===== src/rtl/if_fetch_stage.sv =====
// Instruction-fetch stage: owns the PC, fetches over a req/ready handshake and feeds
// the IF/ID register, with a one-entry hold buffer for responses that land during a stall.
module if_fetch_stage #(
  parameter logic [31:0] RESET_PC = 32'h0000_0000,
  parameter logic [31:0] NOP_INST = 32'h0000_0013
) (
  input  logic        clk,
  input  logic        reset,
  output logic        imem_req,
  output logic [31:0] imem_addr,
  input  logic        imem_ready,
  input  logic [31:0] imem_rdata,
  input  logic        stall,
  input  logic        flush,
  input  logic        PCSel,
  input  logic [31:0] pc_target,
  output logic [31:0] inst,
  output logic [31:0] pc_out,
  output logic [31:0] pcPlus4_out,
  output logic        valid_out
);

  typedef enum logic {
    ST_FETCH = 1'b0,
    ST_HOLD  = 1'b1
  } state_t;

  state_t      r_state;
  logic [29:0] r_pc_word;
  logic [31:0] r_hold_inst;
  logic [29:0] r_hold_pc_word;
  logic [31:0] r_inst;
  logic [31:0] r_pc_out;
  logic [31:0] r_pc4_out;
  logic        r_valid;

  logic [31:0] w_pc;
  logic [31:0] w_pc_plus4;
  logic [31:0] w_hold_pc;
  logic        w_accept;
  logic        w_unused_target_bits;

  // PC is kept word-aligned by construction, so imem_addr[1:0] is always zero.
  assign w_pc       = {r_pc_word, 2'b00};
  assign w_pc_plus4 = {r_pc_word + 30'd1, 2'b00};
  assign w_hold_pc  = {r_hold_pc_word, 2'b00};
  assign w_accept   = (r_state == ST_FETCH) && imem_ready;

  assign w_unused_target_bits = &{1'b0, pc_target[1:0]};

  assign imem_req    = (r_state == ST_FETCH);
  assign imem_addr   = w_pc;
  assign inst        = r_inst;
  assign pc_out      = r_pc_out;
  assign pcPlus4_out = r_pc4_out;
  assign valid_out   = r_valid;

  always_ff @(posedge clk) begin
    if (reset) begin
      r_state        <= ST_FETCH;
      r_pc_word      <= RESET_PC[31:2];
      r_hold_inst    <= NOP_INST;
      r_hold_pc_word <= 30'd0;
      r_inst         <= NOP_INST;
      r_pc_out       <= 32'd0;
      r_pc4_out      <= 32'd0;
      r_valid        <= 1'b0;
    end else if (PCSel) begin
      // Redirect drops any in-flight or buffered instruction; pc_out keeps its last value.
      r_state        <= ST_FETCH;
      r_pc_word      <= pc_target[31:2];
      r_hold_inst    <= NOP_INST;
      r_hold_pc_word <= 30'd0;
      r_inst         <= NOP_INST;
      r_valid        <= 1'b0;
    end else begin
      case (r_state)
        ST_FETCH: begin
          if (w_accept) begin
            r_pc_word <= r_pc_word + 30'd1;
            if (!stall) begin
              r_inst    <= imem_rdata;
              r_pc_out  <= w_pc;
              r_pc4_out <= w_pc_plus4;
              r_valid   <= 1'b1;
            end else begin
              r_hold_inst    <= imem_rdata;
              r_hold_pc_word <= r_pc_word;
              r_state        <= ST_HOLD;
              if (flush) begin
                r_inst  <= NOP_INST;
                r_valid <= 1'b0;
              end
            end
          end else if (!stall || flush) begin
            r_inst  <= NOP_INST;
            r_valid <= 1'b0;
          end
        end
        ST_HOLD: begin
          if (!stall) begin
            r_inst    <= r_hold_inst;
            r_pc_out  <= w_hold_pc;
            r_pc4_out <= {r_hold_pc_word + 30'd1, 2'b00};
            r_valid   <= 1'b1;
            r_state   <= ST_FETCH;
          end else if (flush) begin
            r_inst  <= NOP_INST;
            r_valid <= 1'b0;
          end
        end
        default: r_state <= ST_FETCH;
      endcase
    end
  end

endmodule

===== config.mk =====
export PLATFORM = sky130hd
export DESIGN_NAME = if_fetch_stage
export DESIGN_NICKNAME = d
export VERILOG_FILES = /design/src/rtl/if_fetch_stage.sv
export SDC_FILE = /design/constraint.sdc
export NUM_CORES = 1
export LEC_CHECK = 0
export CORE_MARGIN = 2
export CORE_UTILIZATION = 40
export CTS_BUF_LIST = sky130_fd_sc_hd__clkbuf_8
export DETAILED_ROUTE_END_ITERATION = 8
export HOLD_SLACK_MARGIN = 0.15
export PLACE_DENSITY = 0.7
export SYNTH_ARGS = -nofsm -noshare
export SYNTH_HDL_FRONTEND = slang
export SYNTH_SLANG_ARGS = --single-unit

===== constraint.sdc =====
create_clock -name clk -period 1.85 [get_ports clk]
set_input_delay 0.185 -clock clk [delete_from_list [all_inputs] [get_ports clk]]
set_output_delay 0.185 -clock clk [all_outputs]
set_load 0.01 [all_outputs]

==> results.py <==
metrics = {
    "outcome": {
        "status": "finished, violations left",
        "violations": "negative setup slack",
    },
    "clocking": {
        "clkTransAtPathRegs_ps": 110,
        "numCtsBuffers": 17,
        "tritoncts": "done",
        "clkSinkCount": 186,
        "clock_latency_ps": 470,
        "cts_max_level": 4,
        "cts_root_buffer": "clkbuf_8",
        "clock_path_buffers": 2,
    },
    "drt": {
        "drtIter0Drc": 742,
        "viasPerCell": 5.580,
        "drt-total-wl_um": 31410,
        "wl_per_cell_um": 17.80,
        "vias": 9843,
        "drt_pass1_iterations": 5,
        "ant_nets": 0,
        "drc": 0,
    },
    "logic_synthesis": {
        "ys_seq_area_share_pct": 39.11,
        "ys_types": 56,
        "yosys-top-cells-area": "dfxtp_1 39%, nand2_1 8.2%, a21oi_1 5.5%",
        "ys_ff_latch": 186,
        "synth_top_cell_by_area": "dfxtp_1",
        "ys_async_sr_fraction_pct": 0,
        "synth_top_area_share_pct": 39.11,
        "synth_edf_count": 0,
        "synthFlopType": "dfxtp_1",
        "syn_area_per_cell_um2": 7.894,
        "synthCells": 1206,
        "syn_area_mm2": 0.009520,
        "synth_warnings": 0,
    },
    "power_and_ir_drop": {
        "ir_worst_vdd_v": 0.0004065,
        "switchingPower_w": 0.002519,
        "sequentialPowerShare_pct": 49.9,
        "switching_share_pct": 29.62,
        "clock_power_share_pct": 32.8,
        "power_w": 0.008505,
        "share_comb_of_total_power_pct": 17.2,
        "power.internal_w": 0.005985,
        "p_per_area_mw_per_mm2": 639.3,
        "leakage_nw": 4.583,
    },
    "setup_path": {
        "crit_end": "r_pc_word[28]$_SDFFE_PP0P_",
        "critPathSlowestCell": "dfxtp_4",
        "crit_fanout": 5,
        "path_cells": "buf_6 > nand4_1 > buf_4 > or3_4 > nor4_4 > xnor2_1 > a211oi_1",
        "r2r-start": "r_pc_word[21]$_SDFFE_PP0P_",
        "worstSetupPathType": "reg2reg",
        "worst_ep_required_time_ps": 2240,
        "cp.depth": 7,
        "r2r-end": "r_pc_word[28]$_SDFFE_PP0P_",
        "critPathLaunchType": "flip-flop",
        "endpoint_kind": "flip-flop",
        "worst-r2r-cell-count": 7,
        "cp_top_family": "simple AND/OR/NAND/NOR gates",
        "crit_start": "r_pc_word[21]$_SDFFE_PP0P_",
        "critPathBufInv": 2,
        "reg2reg_slack_ps": -30,
        "arrival_ps": 2270,
        "cpPeakStageDelay_ps": 390,
    },
    "timing": {
        "fin_skew_ps": 19.70,
        "min_period_ps": 1879,
        "relSlewSlack_pct": 58.90,
        "setup_slack_ps": -28.62,
        "fin_crit_sh_pct": 101.5,
        "fmax_ghz": 0.5323,
        "final-hold-violation-count": 0,
        "tightest_slew_ps": 616.5,
        "rsz0062_at_grt": "yes",
        "finalMaxSlewViolations": 0,
        "setup-violations-final": 3,
    },
    "job": {
        "max_cap_violations": 0,
    },
    "layout": {
        "finalNetCount": 1504,
        "fin_cells": 1764,
        "layout-drive-gt1-share_pct": 19.10,
        "seq_area_mm2": 0.003802,
        "multiInputGateArea_mm2": 0.005509,
        "fillers": 2173,
        "area_growth_pct": 39.74,
        "antenna_cells": 0,
    },
    "worst_hold_path": {
        "holdPathStages": 3,
        "hold_class": "in2reg",
    },
    "placement": {
        "post-place-cells": 1719,
        "dp_hpwl_um": 21200,
        "dp_slack_ps": -110.5,
        "place_congestion": 0.8656,
        "io_buffers": 191,
    },
    "global_routing": {
        "antenna_found_initial": 1,
        "grt_pass1_wl_um": 47980,
        "grt_usage_pct": 24.28,
        "overflow": 0,
        "first_global_vias": 9027,
        "grt_max_degree": 80,
    },
    "floorplan": {
        "start_util_pct": 40.68,
        "pin_count": 200,
        "die_area_mm2": 0.02505,
        "fp-row-count": 56,
        "coreArea_mm2": 0.02340,
        "die_w_um": 158.3,
        "die_y_um": 158.3,
    },
}
## layout by cell type (no fill, tap or decap), types with 5 or more instances in the layout
cell,n
o31a_1,11
dfxtp_4,12
or4_4,7
a31oi_1,7
xnor2_1,37
clkdlybuf4s50_1,188
conb_1,6
nand4_1,20
mux2i_1,38
xor2_1,12
buf_4,111
nor2_1,107
nor3_2,10
inv_1,7
nand3b_1,16
o21ai_0,13
o31ai_1,10
nand2_1,208
nor3_1,32
dfxtp_2,27
nor4_1,13
buf_6,7
buf_12,15
inv_8,5
nor4_4,8
a211oi_1,48
nor3b_1,5
o22a_1,30
clkinvlp_4,5
o21ai_1,5
nand3_2,6
o21a_1,11
o211ai_1,6
nand3_1,22
dfxtp_1,147
and3_1,34
a21oi_1,105
clkbuf_8,17
nor4_2,9
## how the worst min path moves through the flow
stage	endpoint	start	slack, ps
2_1_floorplan	r_hold_inst[0]$_SDFFE_PP1P_	imem_rdata[0]	310
3_3_place_gp	r_hold_inst[30]$_SDFFE_PP0P_	r_hold_inst[30]$_SDFFE_PP0P_	440
3_5_place_dp	r_hold_inst[16]$_SDFFE_PP0P_	r_hold_inst[16]$_SDFFE_PP0P_	450
4_1_cts	r_hold_inst[16]$_SDFFE_PP0P_	imem_rdata[16]	240
5_1_grt	r_hold_inst[16]$_SDFFE_PP0P_	imem_rdata[16]	250
6_report	r_hold_inst[16]$_SDFFE_PP0P_	imem_rdata[16]	270
## layer usage
metal | vias up | global-route usage [%] | routed length [um] | share of wire [%]
met4 | 0 | 8.108 | 771 | 2.5
met1 | 4678 | 31.58 | 13250 | 42
met3 | 52 | 6.641 | 2774 | 8.8
li1 | 4716 | - | - | -
met2 | 397 | 39.01 | 14610 | 47
met5 | - | 0 | 0 | 0
## worst reg2reg max path, stage by stage (launching register included)
cell and delay (ps):
dfxtp_4 390, buf_6 120, nand4_1 150, buf_4 180, or3_4 390, nor4_4 280
xnor2_1 110, a211oi_1 190
## synthesized netlist by cell type (7+ instances only)
master	count
nand2_1	209
dfxtp_1	186
nor2_1	107
a21oi_1	105
clkbuf_1	82
a211oi_1	49
nor3_1	43
mux2i_1	38
xnor2_1	37
and3_1	35
o22a_1	30
nand3_1	28
nor4_1	28
nand4_1	20
o21ai_0	19
nand3b_1	16
buf_2	14
buf_4	13
xor2_1	12
o21a_1	11
o31a_1	11
o31ai_1	10
inv_1	9
a31oi_1	7
## cell families after synthesis
kind of cell | count (synthesis) | share of synthesized area [%]
flops | 186 | 39.11
simple gates | 530 | 26.65
other cells | 1 | 0.03939
mux | 38 | 3.995
compound gates | 263 | 18.24
fa+ha+maj | 2 | 0.2628
xor+xnor | 49 | 4.508
buf+inv | 137 | 7.189
## state kept, by name, indices dropped and copies added, names as in the netlist
signal / count
inst: 32
r_hold_inst: 32
pcPlus4_out: 30
pc_out: 30
r_hold_pc_word: 30
r_pc_word: 30
r_state: 1
valid_out: 1
## through the flow
step,area [um^2],util (%),setup TNS [ps],hold slack (ps)
2_1_floorplan,9642,-,-25.51,308.7
3_3_place_gp,12400,52.99,-957.0,441.6
3_5_place_dp,12400,52.99,-1697,447.4
4_1_cts,12890,55.08,-12.59,239.9
5_1_grt,13300,56.85,-489.6,250.6
6_report,13300,56.85,-41.11,268.5
## what timing repair did
item / CTS / global route
hold endpoints to repair: 6 / 0
gates cloned: 1 / 3
setup endpoints to repair: 12 / 37
hold buffers: 2 / 0
pin swaps: 2 / 13
setup buffers: 1 / 7
gates resized for setup: 19 / 78
## cell type report
class / instances / share of cell area [%]
clock inverters: 15 / 1.204
inverters: 9 / 0.2821
repair buffers: 327 / 23.77
well taps: 319 / 3.000
flip-flops and latches: 186 / 28.58
clock buffers: 17 / 1.759
multi-input cells: 891 / 41.41
## power by group through the flow
stage / combinational [W] / sequential [W] / clock (W)
after detailed placement: 0.00142 / 0.00433 / 0
after global placement: 0.00141 / 0.00433 / 0
final: 0.00147 / 0.00425 / 0.00279
after floorplan: 0.000695 / 0.00437 / 0
after global routing: 0.00159 / 0.00426 / 0.00301
after CTS: 0.00143 / 0.00424 / 0.00286
Note: power is estimated with default switching activity, not from simulation.
